$ cat src/rtl/team_05_gpio_arbiter.sv
// Round-robin arbiter handing a shared GPIO pad bank to one of NREQ requesters,
// with hold-time preemption and a turnaround guard between owners.
module team_05_gpio_arbiter #(
    parameter int NREQ      = 4,
    parameter int WIDTH     = 16,
    parameter int MAX_HOLD  = 255,
    parameter int GUARD_CYC = 2,
    localparam int IDW      = (NREQ > 1) ? $clog2(NREQ) : 1
) (
    input  logic                  clk,
    input  logic                  nrst,
    input  logic                  en,
    input  logic [NREQ-1:0]       req,
    input  logic [NREQ*WIDTH-1:0] data_i,
    input  logic [NREQ*WIDTH-1:0] oeb_i,
    output logic [WIDTH-1:0]      gpio_out,
    output logic [WIDTH-1:0]      gpio_oeb,
    output logic [NREQ-1:0]       gnt,
    output logic [IDW-1:0]        owner_id,
    output logic                  busy,
    output logic                  preempt,
    output logic [1:0]            dbg_state,
    output logic [7:0]            dbg_hold_cnt
);

    typedef enum logic [1:0] {
        S_IDLE  = 2'd0,
        S_GRANT = 2'd1,
        S_GUARD = 2'd2
    } state_t;

    state_t          state;
    state_t          state_nxt;
    logic [IDW-1:0]  last_owner;
    logic [7:0]      hold_cnt;
    logic [2:0]      guard_cnt;
    logic [IDW-1:0]  sel_id;
    logic [IDW-1:0]  cand;
    logic            sel_valid;
    logic            owner_req;
    logic            others_req;
    logic            at_max;
    logic            guard_done;

    assign owner_req  = req[owner_id];
    assign others_req = |(req & ~gnt);
    assign at_max     = (hold_cnt == 8'(MAX_HOLD));
    assign guard_done = (guard_cnt == 3'(GUARD_CYC - 1));

    // Search starts just past the previous owner so every requester gets a turn.
    always_comb begin
        sel_valid = 1'b0;
        sel_id    = '0;
        cand      = '0;
        for (int i = 1; i <= NREQ; i++) begin
            cand = IDW'((int'(last_owner) + i) % NREQ);
            if (!sel_valid && req[cand]) begin
                sel_valid = 1'b1;
                sel_id    = cand;
            end
        end
    end

    always_comb begin
        state_nxt = state;
        if (!en) begin
            state_nxt = S_IDLE;
        end else begin
            case (state)
                S_IDLE:  if (sel_valid) state_nxt = S_GRANT;
                S_GRANT: if (!owner_req || (at_max && others_req)) state_nxt = S_GUARD;
                S_GUARD: if (guard_done) state_nxt = S_IDLE;
                default: state_nxt = S_IDLE;
            endcase
        end
    end

    always_ff @(posedge clk or negedge nrst) begin
        if (!nrst) begin
            state      <= S_IDLE;
            gnt        <= '0;
            owner_id   <= '0;
            last_owner <= IDW'(NREQ - 1);
            hold_cnt   <= '0;
            guard_cnt  <= '0;
            preempt    <= 1'b0;
        end else begin
            state   <= state_nxt;
            preempt <= 1'b0;
            if (!en) begin
                gnt       <= '0;
                owner_id  <= '0;
                hold_cnt  <= '0;
                guard_cnt <= '0;
            end else begin
                case (state)
                    S_IDLE: begin
                        if (sel_valid) begin
                            gnt      <= {{(NREQ-1){1'b0}}, 1'b1} << sel_id;
                            owner_id <= sel_id;
                            hold_cnt <= '0;
                        end
                    end
                    S_GRANT: begin
                        if (state_nxt == S_GUARD) begin
                            gnt        <= '0;
                            owner_id   <= '0;
                            last_owner <= owner_id;
                            hold_cnt   <= '0;
                            guard_cnt  <= '0;
                            // A release in the same cycle wins over preemption.
                            preempt    <= owner_req;
                        end else if (!at_max) begin
                            hold_cnt <= hold_cnt + 8'd1;
                        end
                    end
                    S_GUARD: begin
                        guard_cnt <= guard_done ? 3'd0 : guard_cnt + 3'd1;
                    end
                    default: begin
                        gnt <= '0;
                    end
                endcase
            end
        end
    end

    // Pads are released unless an owner is actively granted.
    always_comb begin
        gpio_out = '0;
        gpio_oeb = '1;
        if (state == S_GRANT) begin
            for (int k = 0; k < NREQ; k++) begin
                if (owner_id == IDW'(k)) begin
                    gpio_out = data_i[k*WIDTH +: WIDTH];
                    gpio_oeb = oeb_i[k*WIDTH +: WIDTH];
                end
            end
        end
    end

    assign busy         = (state != S_IDLE);
    assign dbg_state    = state;
    assign dbg_hold_cnt = hold_cnt;

endmodule

$ cat config.mk
export PLATFORM = sky130hd
export DESIGN_NAME = team_05_gpio_arbiter
export DESIGN_NICKNAME = d
export VERILOG_FILES = /design/src/rtl/team_05_gpio_arbiter.sv
export SDC_FILE = /design/constraint.sdc
export NUM_CORES = 1
export LEC_CHECK = 0
export ABC_AREA = 0
export ABC_CLOCK_PERIOD_IN_PS = 4200
export BUFFER_PORTS_ARGS = -buffer_cell sky130_fd_sc_hd__buf_2
export CORE_MARGIN = 1
export CORE_UTILIZATION = 43
export DETAILED_ROUTE_END_ITERATION = 8
export PLACE_DENSITY = 0.95
export SYNTH_ARGS = -nofsm -noshare
export SYNTH_HDL_FRONTEND = slang
export SYNTH_SLANG_ARGS = --single-unit
$ cat constraint.sdc
create_clock -name clk -period 4.2 [get_ports clk]
set_input_delay 0.84 -clock clk [delete_from_list [all_inputs] [get_ports clk]]
set_output_delay 0.84 -clock clk [all_outputs]
set_load 0.02 [all_outputs]
==> Word-level counts from Yosys, hierarchy flattened <==
Cells that the tools add are included.
{ "op_classes": {"add_sub_neg": 6, "n_lt_le_gt_ge": 5, "n_eq_ne": 14, "n_shift": 1, "muxes": 53, "bitwise": 2, "reduce_logical": 18} }
{ "ops": {"columns": ["op", "n"], "rows": [
  ["16-bit 2-to-1 mux", 10],
  ["8-bit 2-to-1 mux", 4],
  ["2-bit 2-to-1 mux", 11],
  ["8-bit one-hot mux with 2 select lines", 1],
  ["2-bit by 3-bit less-than comparator with 1-bit output (second input constant)", 5],
  ["1-bit 2-to-1 mux", 12],
  ["4-bit 2-to-1 mux", 3],
  ["4-bit one-hot mux with 3 select lines", 1],
  ["3-bit AND reduction", 4],
  ["1-bit binary-select mux with 2-bit select", 5],
  ["3-bit 2-to-1 mux", 3],
  ["8-bit by 1-bit adder with 8-bit output (second input constant)", 1],
  ["2-bit equality test (second input constant)", 4],
  ["8-bit equality test (second input constant)", 1],
  ["3-bit by 1-bit inequality test with 1-bit output (second input constant)", 2],
  ["3-bit inequality test (second input constant)", 2],
  ["2-bit one-hot mux with 3 select lines", 1],
  ["3-bit one-hot mux with 2 select lines", 1],
  ["2-bit by 1-bit adder with 2-bit output (second input constant)", 2],
  ["2-bit adder (second input constant)", 2],
  ["4-bit bitwise AND", 1],
  ["2-bit by 1-bit equality test with 1-bit output (second input constant)", 2],
  ["1-bit logical AND", 4],
  ["1-bit zero test", 4],
  ["other kinds (12)", 13]
]} }
{ "word_totals": {"reg_bits": 22, "in_bits": 135, "out_inout_bits": 50} }

==> Depth between registers and ports, before layout <==
Gate-level depths: netlist (run 1).
{ "logic_depth": {"ltp_word": 20, "depth_mapped": 7} }

==> Worst setup path after synthesis (run 1) <==
OpenSTA, ideal clock, no wires.
{ "synth_path": {"kind": "reg-to-output", "start": "register owner_id[0]", "end": "output gpio_oeb[10]", "t_arrival_ns": 1.665, "required_ns": 3.360, "path_slack_ns": 1.695, "stages_incl_launch_ff": 5, "cell_sequence": "dfrtp_1 -> buf_6 -> buf_2 -> mux4_2 -> nand2b_1"} }
{ "synth_via": {"elab_chain_cells": 6, "elab_cells_between_ends": 9} }
{ "synth_lines": {"columns": ["element", "line_no", "source"], "rows": [
  ["from (decl)", "19", "output logic [IDW-1:0] owner_id,"],
  ["from (signal assigned)", "100", "owner_id <= sel_id;"],
  ["2-bit zero test", "134", "if (owner_id == IDW'(k)) begin"],
  ["16-bit 2-to-1 mux (3 in series)", "134", null],
  ["16-bit 2-to-1 mux *", "134", null],
  ["16-bit 2-to-1 mux *", "132", "if (state == S_GRANT) begin"],
  ["to (decl)", "17", "output logic [WIDTH-1:0] gpio_oeb,"]
]} }
Mark *: on every way between the ends. The rest lies on a longest branch, timed or not.

==> Worst setup path after layout (run 1) <==
{ "layout_path": {"start": "register owner_id[1]", "end": "output gpio_oeb[6]"} }
Same word-level chain as after synthesis.

==> impl_metrics.env, run 1 <==
export IMPL_outcome="complete, no violations"
export IMPL_synth_area_leaders="mux4_2, dfrtp_1, nand2b_1"
export IMPL_seqPwrFrac_pct=22.7
export IMPL_max_slew_margin_rel_pct=51.9
export IMPL_area_growth_pct=46.2
export IMPL_timing_rr_start="owner_id[0]"
export IMPL_cts_tree="done"
export IMPL_internal_power_mw=0.825
export IMPL_antenna_found_initial=7
export IMPL_hpwl_um=7230
export IMPL_critical_path_max_stage_delay_ns=0.81
export IMPL_drv_slew=0
export IMPL_ios=185
export IMPL_worstMarginPinSlew_ns=0.721
export IMPL_dieArea_sq_um=5570
export IMPL_timing_fmax_mhz=331
export IMPL_yosysMostFrequentCell="mux4_2"
export IMPL_comb_power_share_pct=63.8
export IMPL_crit_chain="buf_4 > mux4_2 > nand2b_1 > buf_2"
export IMPL_grt_first_pass_wirelength_um=11600
export IMPL_synth_top_area_share_pct=32.8
export IMPL_vias=2640
export IMPL_initial_core_util_pct=44.4
export IMPL_clkTransAtPathRegs_ns=0.08
export IMPL_firstDrtPassIters=4
export IMPL_cp_arrival_ns=2.18
export IMPL_post_route_util_pct=64.9
export IMPL_synthCells=216
export IMPL_drc_errors=0
export IMPL_leakagePower_nw=1.59
export IMPL_synth_edf_count=0
export IMPL_clock_sinks=22
export IMPL_ant_nets=0
export IMPL_tns_ns=0
export IMPL_grt_max_degree=33
export IMPL_ys_flop_type="dfrtp_1"
export IMPL_cts_hold_buf=0
export IMPL_end_kind="primary output"
export IMPL_swShare_pct=42.8
export IMPL_dieWidth_um=74.6
export IMPL_vdd_ir_drop_max_v=0.000314
export IMPL_syn_area_sq_um=2270
export IMPL_crit_type="reg -> out"
export IMPL_async_flop_share_pct=100
export IMPL_cts_buffers=3
export IMPL_drt_total_wl_um=8590
export IMPL_worst_ep_required_time_ns=3.36
export IMPL_syn_area_per_cell_sq_um=10.5
export IMPL_htree_levels=1
export IMPL_vias_per_cell=5.65
export IMPL_clock_latency_ns=0.26
export IMPL_place_port_buffers=184
export IMPL_rows=26
export IMPL_clock_path_buffers=2
export IMPL_ff2ff_setup_slack_ns=1.64
export IMPL_hold_path_class="in -> async"
export IMPL_finalNetCount=530
export IMPL_p_switching_mw=0.618
export IMPL_drtIter0Drc=118
export IMPL_syn_nets=352
export IMPL_ys_seq_area_share_pct=24.4
export IMPL_synth_cell_types=48
export IMPL_ys_ff_latch=22
export IMPL_synth_largest_area_cell="mux4_2"
export IMPL_crit_family="flip-flops"
export IMPL_track_usage_pct=28.9
export IMPL_slowest_stage="dfrtp_1"
export IMPL_overflow=0
export IMPL_period_needed_ns=3.02
export IMPL_clockPowerShare_pct=13.5
export IMPL_critPathMaxFanout=20
export IMPL_r2r_cells=6
export IMPL_start_kind="register"
export IMPL_finalSetupViolCount=0
export IMPL_gp_congestion=0.901
export IMPL_finClkSkew_ns=0.00610
export IMPL_rsz0062_at_grt="false"
export IMPL_cp_num_buf_inv=2
export IMPL_drv_cap=0
export IMPL_ys_top_cells_by_count="mux4_2, nand2b_1, dfrtp_1"
export IMPL_clockRootBuffer="clkbuf_8"
export IMPL_drive_gt1_share_pct=61.6
export IMPL_fp_dieH_um=74.6
export IMPL_finalCritPeriodShare_pct=71.8
export IMPL_finalHoldViolations=0
export IMPL_post_cts_setup_buffer_count=0
export IMPL_cts_resized=0
export IMPL_ys_warn_count=0
export IMPL_first_global_vias=2274
export IMPL_power_density_nw_per_um2=435
export IMPL_r2r_end="gnt[0]"
export IMPL_core_area_sq_um=5110
export IMPL_wl_per_cell_um=18.4
[per-layer routing]
layer / global-route usage (%) / part of all wire [%] / wire [um]
met5: 0 / 0.50 / 43
met4: 6.29 / 1.2 / 107
met3: 13.9 / 16 / 1350
met2: 44.0 / 46 / 3990
met1: 37.5 / 36 / 3100
[sequential cells by signal, indices dropped and copies added (netlist names)]
name and flops:
dbg_hold_cnt 8, gnt 4, guard_cnt 3, dbg_state 2, last_owner 2, owner_id 2
preempt 1
[layout by cell type, fill, tap and decap left out, types with 2 or more instances in the layout]
cell	n
buf_2	184
mux4_2	33
nand2b_1	22
dfrtp_1	19
nand2_1	17
and2_1	16
a21oi_1	13
nor2_1	11
o21ai_0	7
inv_1	5
diode_2	4
nor2b_1	4
a31oi_1	4
o21ai_1	4
buf_4	4
or2_2	3
nand3_1	3
nor3_1	3
mux2_4	3
clkbuf_8	3
nand4_1	2
mux2i_1	2
and3_1	2
o31ai_1	2
o211ai_1	2
dfstp_2	2
[power groups by stage]
stage	Clock, mW	Combinational, mW	Sequential [mW]
CTS	0.197	0.924	0.328
floorplan	0	0.677	0.304
global route	0.206	0.988	0.339
global placement	0	0.896	0.325
detailed placement	0	0.919	0.330
finish	0.195	0.920	0.328
[through the flow]
| step | hold slack (ns) | setup slack, ns | power, mW | cell area [sq um] | cells |
|---|---|---|---|---|---|
| CTS | 0.525 | 1.19 | 1.45 | 3300 | 463 |
| finish | 0.517 | 1.18 | 1.44 | 3310 | 467 |
| floorplan | 0.466 | 1.69 | 0.980 | 2270 | 216 |
| global route | 0.562 | 1.08 | 1.53 | 3310 | 464 |
| detailed placement | 0.508 | 1.50 | 1.25 | 3230 | 459 |
| global placement | 0.489 | 1.55 | 1.22 | 3230 | 459 |
[how the worst max path moves through the flow]
stage,cells after the start,endpoint,startpoint
global placement,4,gpio_out[5],owner_id[0]
finish,4,gpio_oeb[6],owner_id[1]
CTS,4,gpio_oeb[6],owner_id[1]
floorplan,4,gpio_oeb[10],owner_id[0]
global route,4,gpio_oeb[15],owner_id[0]
detailed placement,4,gpio_oeb[0],owner_id[0]
[final cells by class]
class,count,area (sq um)
sequential,22,554
timing repair buffer,188,951
antenna,4,10.0
clock inverter,1,30.0
tap,70,87.6
inverter,6,22.5
fill,426,1790
clock buffer,3,41.3
multi-input combinational,173,1620
[cell families after synthesis]
group                      synth area share [%]
DFF                                        24.4
adders and majority gates                 0.552
buffers and inverters                      4.25
and+or+nand+nor                            21.4
muxes                                      35.7
AOI/OAI and AO/OA                          13.8
(Power assumes the default switching activity.)
==> run 2, diff against run 1 <==
--- a/config.mk
+++ b/config.mk
@@ -6,12 +6,12 @@
 export NUM_CORES = 1
 export LEC_CHECK = 0
 export ABC_AREA = 0
-export ABC_CLOCK_PERIOD_IN_PS = 4200
+export ABC_CLOCK_PERIOD_IN_PS = 3000
 export BUFFER_PORTS_ARGS = -buffer_cell sky130_fd_sc_hd__buf_2
 export CORE_MARGIN = 1
-export CORE_UTILIZATION = 43
+export CORE_UTILIZATION = 40
 export DETAILED_ROUTE_END_ITERATION = 8
-export PLACE_DENSITY = 0.95
+export PLACE_DENSITY = 0.89
 export SYNTH_ARGS = -nofsm -noshare
 export SYNTH_HDL_FRONTEND = slang
 export SYNTH_SLANG_ARGS = --single-unit
==> constraint.sdc (replaced) <==
create_clock -name clk -period 3 [get_ports clk]
set_input_delay 0.6 -clock clk [delete_from_list [all_inputs] [get_ports clk]]
set_output_delay 0.6 -clock clk [all_outputs]
set_load 0.02 [all_outputs]
==> run 2 against run 1 <==
  * Via count fell by 3.0%
  * Clock-buffer cell count rose by 1
  * Sequential power rose by 34%
  * Setup slack got worse by 0.83 ns
  * Final cell count did not move
  * Critical path depth did not move
  * Clock power barely moved
  * Global-route usage fell by 1.4 points
  * Clock skew fell by 0.0038 ns
  * Routed wire length fell by 6.1%
  * Sequential cell count did not move
  * Largest cell class unchanged
==> impl_metrics.env, run 2 (synthesis gave the netlist of run 1 again) <==
export IMPL_outcome="complete, no violations"
export IMPL_end_kind="primary output"
export IMPL_wl_per_cell_um=17.3
export IMPL_finClkSkew_ns=0.00226
export IMPL_critical_path_max_stage_delay_ns=0.65
export IMPL_place_port_buffers=184
export IMPL_crit_type="reg -> out"
export IMPL_cts_resized=0
export IMPL_critPathMaxFanout=22
export IMPL_grt_max_degree=35
export IMPL_internal_power_mw=1.09
export IMPL_vias=2560
export IMPL_drv_cap=0
export IMPL_firstDrtPassIters=5
export IMPL_timing_fmax_mhz=378
export IMPL_clock_sinks=22
export IMPL_max_slew_margin_rel_pct=58.9
export IMPL_drtIter0Drc=87
export IMPL_initial_core_util_pct=41.4
export IMPL_first_global_vias=2571
export IMPL_fp_dieH_um=77.3
export IMPL_area_growth_pct=45.8
export IMPL_dieArea_sq_um=5970
export IMPL_drive_gt1_share_pct=61.2
export IMPL_final_common_cell="buf_2"
export IMPL_clkTransAtPathRegs_ns=0.08
export IMPL_ant_nets=0
export IMPL_hpwl_um=6760
export IMPL_cp_num_buf_inv=2
export IMPL_cts_hold_buf=0
export IMPL_tns_ns=0
export IMPL_post_route_util_pct=60.4
export IMPL_post_cts_setup_buffer_count=0
export IMPL_p_switching_mw=0.853
export IMPL_crit_start="owner_id[0]"
export IMPL_cts_tree="done"
export IMPL_rsz0062_at_grt="false"
export IMPL_gp_congestion=0.894
export IMPL_leakagePower_nw=1.57
export IMPL_mostFrequentLayoutCells="buf_2, mux4_2, nand2b_1, dfrtp_1, nand2_1"
export IMPL_track_usage_pct=27.5
export IMPL_rows=27
export IMPL_crit_chain="buf_12 > mux4_2 > nand2b_1 > buf_2"
export IMPL_clockPowerShare_pct=9.9
export IMPL_ios=185
export IMPL_slowest_stage="dfrtp_2"
export IMPL_clock_path_buffers=2
export IMPL_power_density_nw_per_um2=587
export IMPL_overflow=0
export IMPL_finalCritPeriodShare_pct=88.1
export IMPL_dieWidth_um=77.3
export IMPL_finalNetCount=529
export IMPL_grt_first_pass_wirelength_um=12700
export IMPL_seqPwrFrac_pct=22.6
export IMPL_clock_latency_ns=0.26
export IMPL_htree_levels=1
export IMPL_comb_power_share_pct=67.5
export IMPL_finalHoldViolations=0
export IMPL_timing_rr_start="dbg_hold_cnt[0]"
export IMPL_swShare_pct=44.0
export IMPL_finalSetupViolCount=0
export IMPL_period_needed_ns=2.64
export IMPL_drc_errors=0
export IMPL_cp_arrival_ns=2.04
export IMPL_core_area_sq_um=5470
export IMPL_vdd_ir_drop_max_v=0.000384
export IMPL_largest_register_ffs=8
export IMPL_antenna_found_initial=4
export IMPL_worst_ep_required_time_ns=2.40
export IMPL_crit_family="flip-flops"
export IMPL_hold_path_class="in -> async"
export IMPL_drv_slew=0
export IMPL_clockRootBuffer="clkbuf_8"
export IMPL_cts_buffers=3
export IMPL_worstMarginPinSlew_ns=0.615
export IMPL_start_kind="register"
export IMPL_drt_total_wl_um=8070
export IMPL_vias_per_cell=5.48
==> run 2: cell types whose count changed in the layout (fill, tap and decap cells not counted) <==
cell / delta
buf_12: +2
buf_4: -3
bufinv_16: -1
clkbuf_1: +1
diode_2: -1
==> run 2: path summary, 6_finish.rpt <==
kind                       slack [ns]  depth (start not counted)               to
max                              0.36                          4      gpio_oeb[7]
min                              0.29                          1  dbg_hold_cnt[3]
max reg2reg                      0.74                          6           gnt[0]
min reg2reg                      0.52                          1     guard_cnt[2]
max in group asynchronous        2.34                          1      owner_id[0]
min in group clk                 0.52                          1     guard_cnt[2]
==> run 2: layout make-up <==
| class | count | area (sq um) |
|---|---|---|
| timing repair buffer | 187 | 968 |
| multi-input combinational | 173 | 1620 |
| antenna | 3 | 7.51 |
| sequential | 22 | 554 |
| clock buffer | 4 | 45.0 |
| inverter | 6 | 22.5 |
| fill | 470 | 2170 |
| tap | 72 | 90.1 |
==> run 2: metrics by stage <==
| step | cell area (sq um) | cells | total power [mW] | hold slack, ns | setup slack, ns |
|---|---|---|---|---|---|
| 2_1_floorplan | 2270 | 216 | 1.37 | 0.304 | 0.735 |
| 3_3_place_gp | 3250 | 460 | 1.73 | 0.491 | 0.633 |
| 3_5_place_dp | 3250 | 460 | 1.76 | 0.510 | 0.612 |
| 4_1_cts | 3300 | 464 | 1.95 | 0.306 | 0.317 |
| 5_1_grt | 3300 | 465 | 2.06 | 0.333 | 0.227 |
| 6_report | 3310 | 467 | 1.94 | 0.290 | 0.358 |
==> run 2: power by group through the flow <==
stage	registers [mW]	clock network, mW	logic (mW)
finish	0.439	0.192	1.31
global route	0.455	0.205	1.40
CTS	0.441	0.197	1.31
detailed placement	0.446	0	1.31
global placement	0.442	0	1.29
floorplan	0.425	0	0.948
==> run 2: metal layers <==
metal | GRT usage [%] | share of wire, %
met5 | 0 | 0.14
met2 | 48.3 | 51
met3 | 6.31 | 7.4
met1 | 31.6 | 37
met4 | 12.3 | 4.0
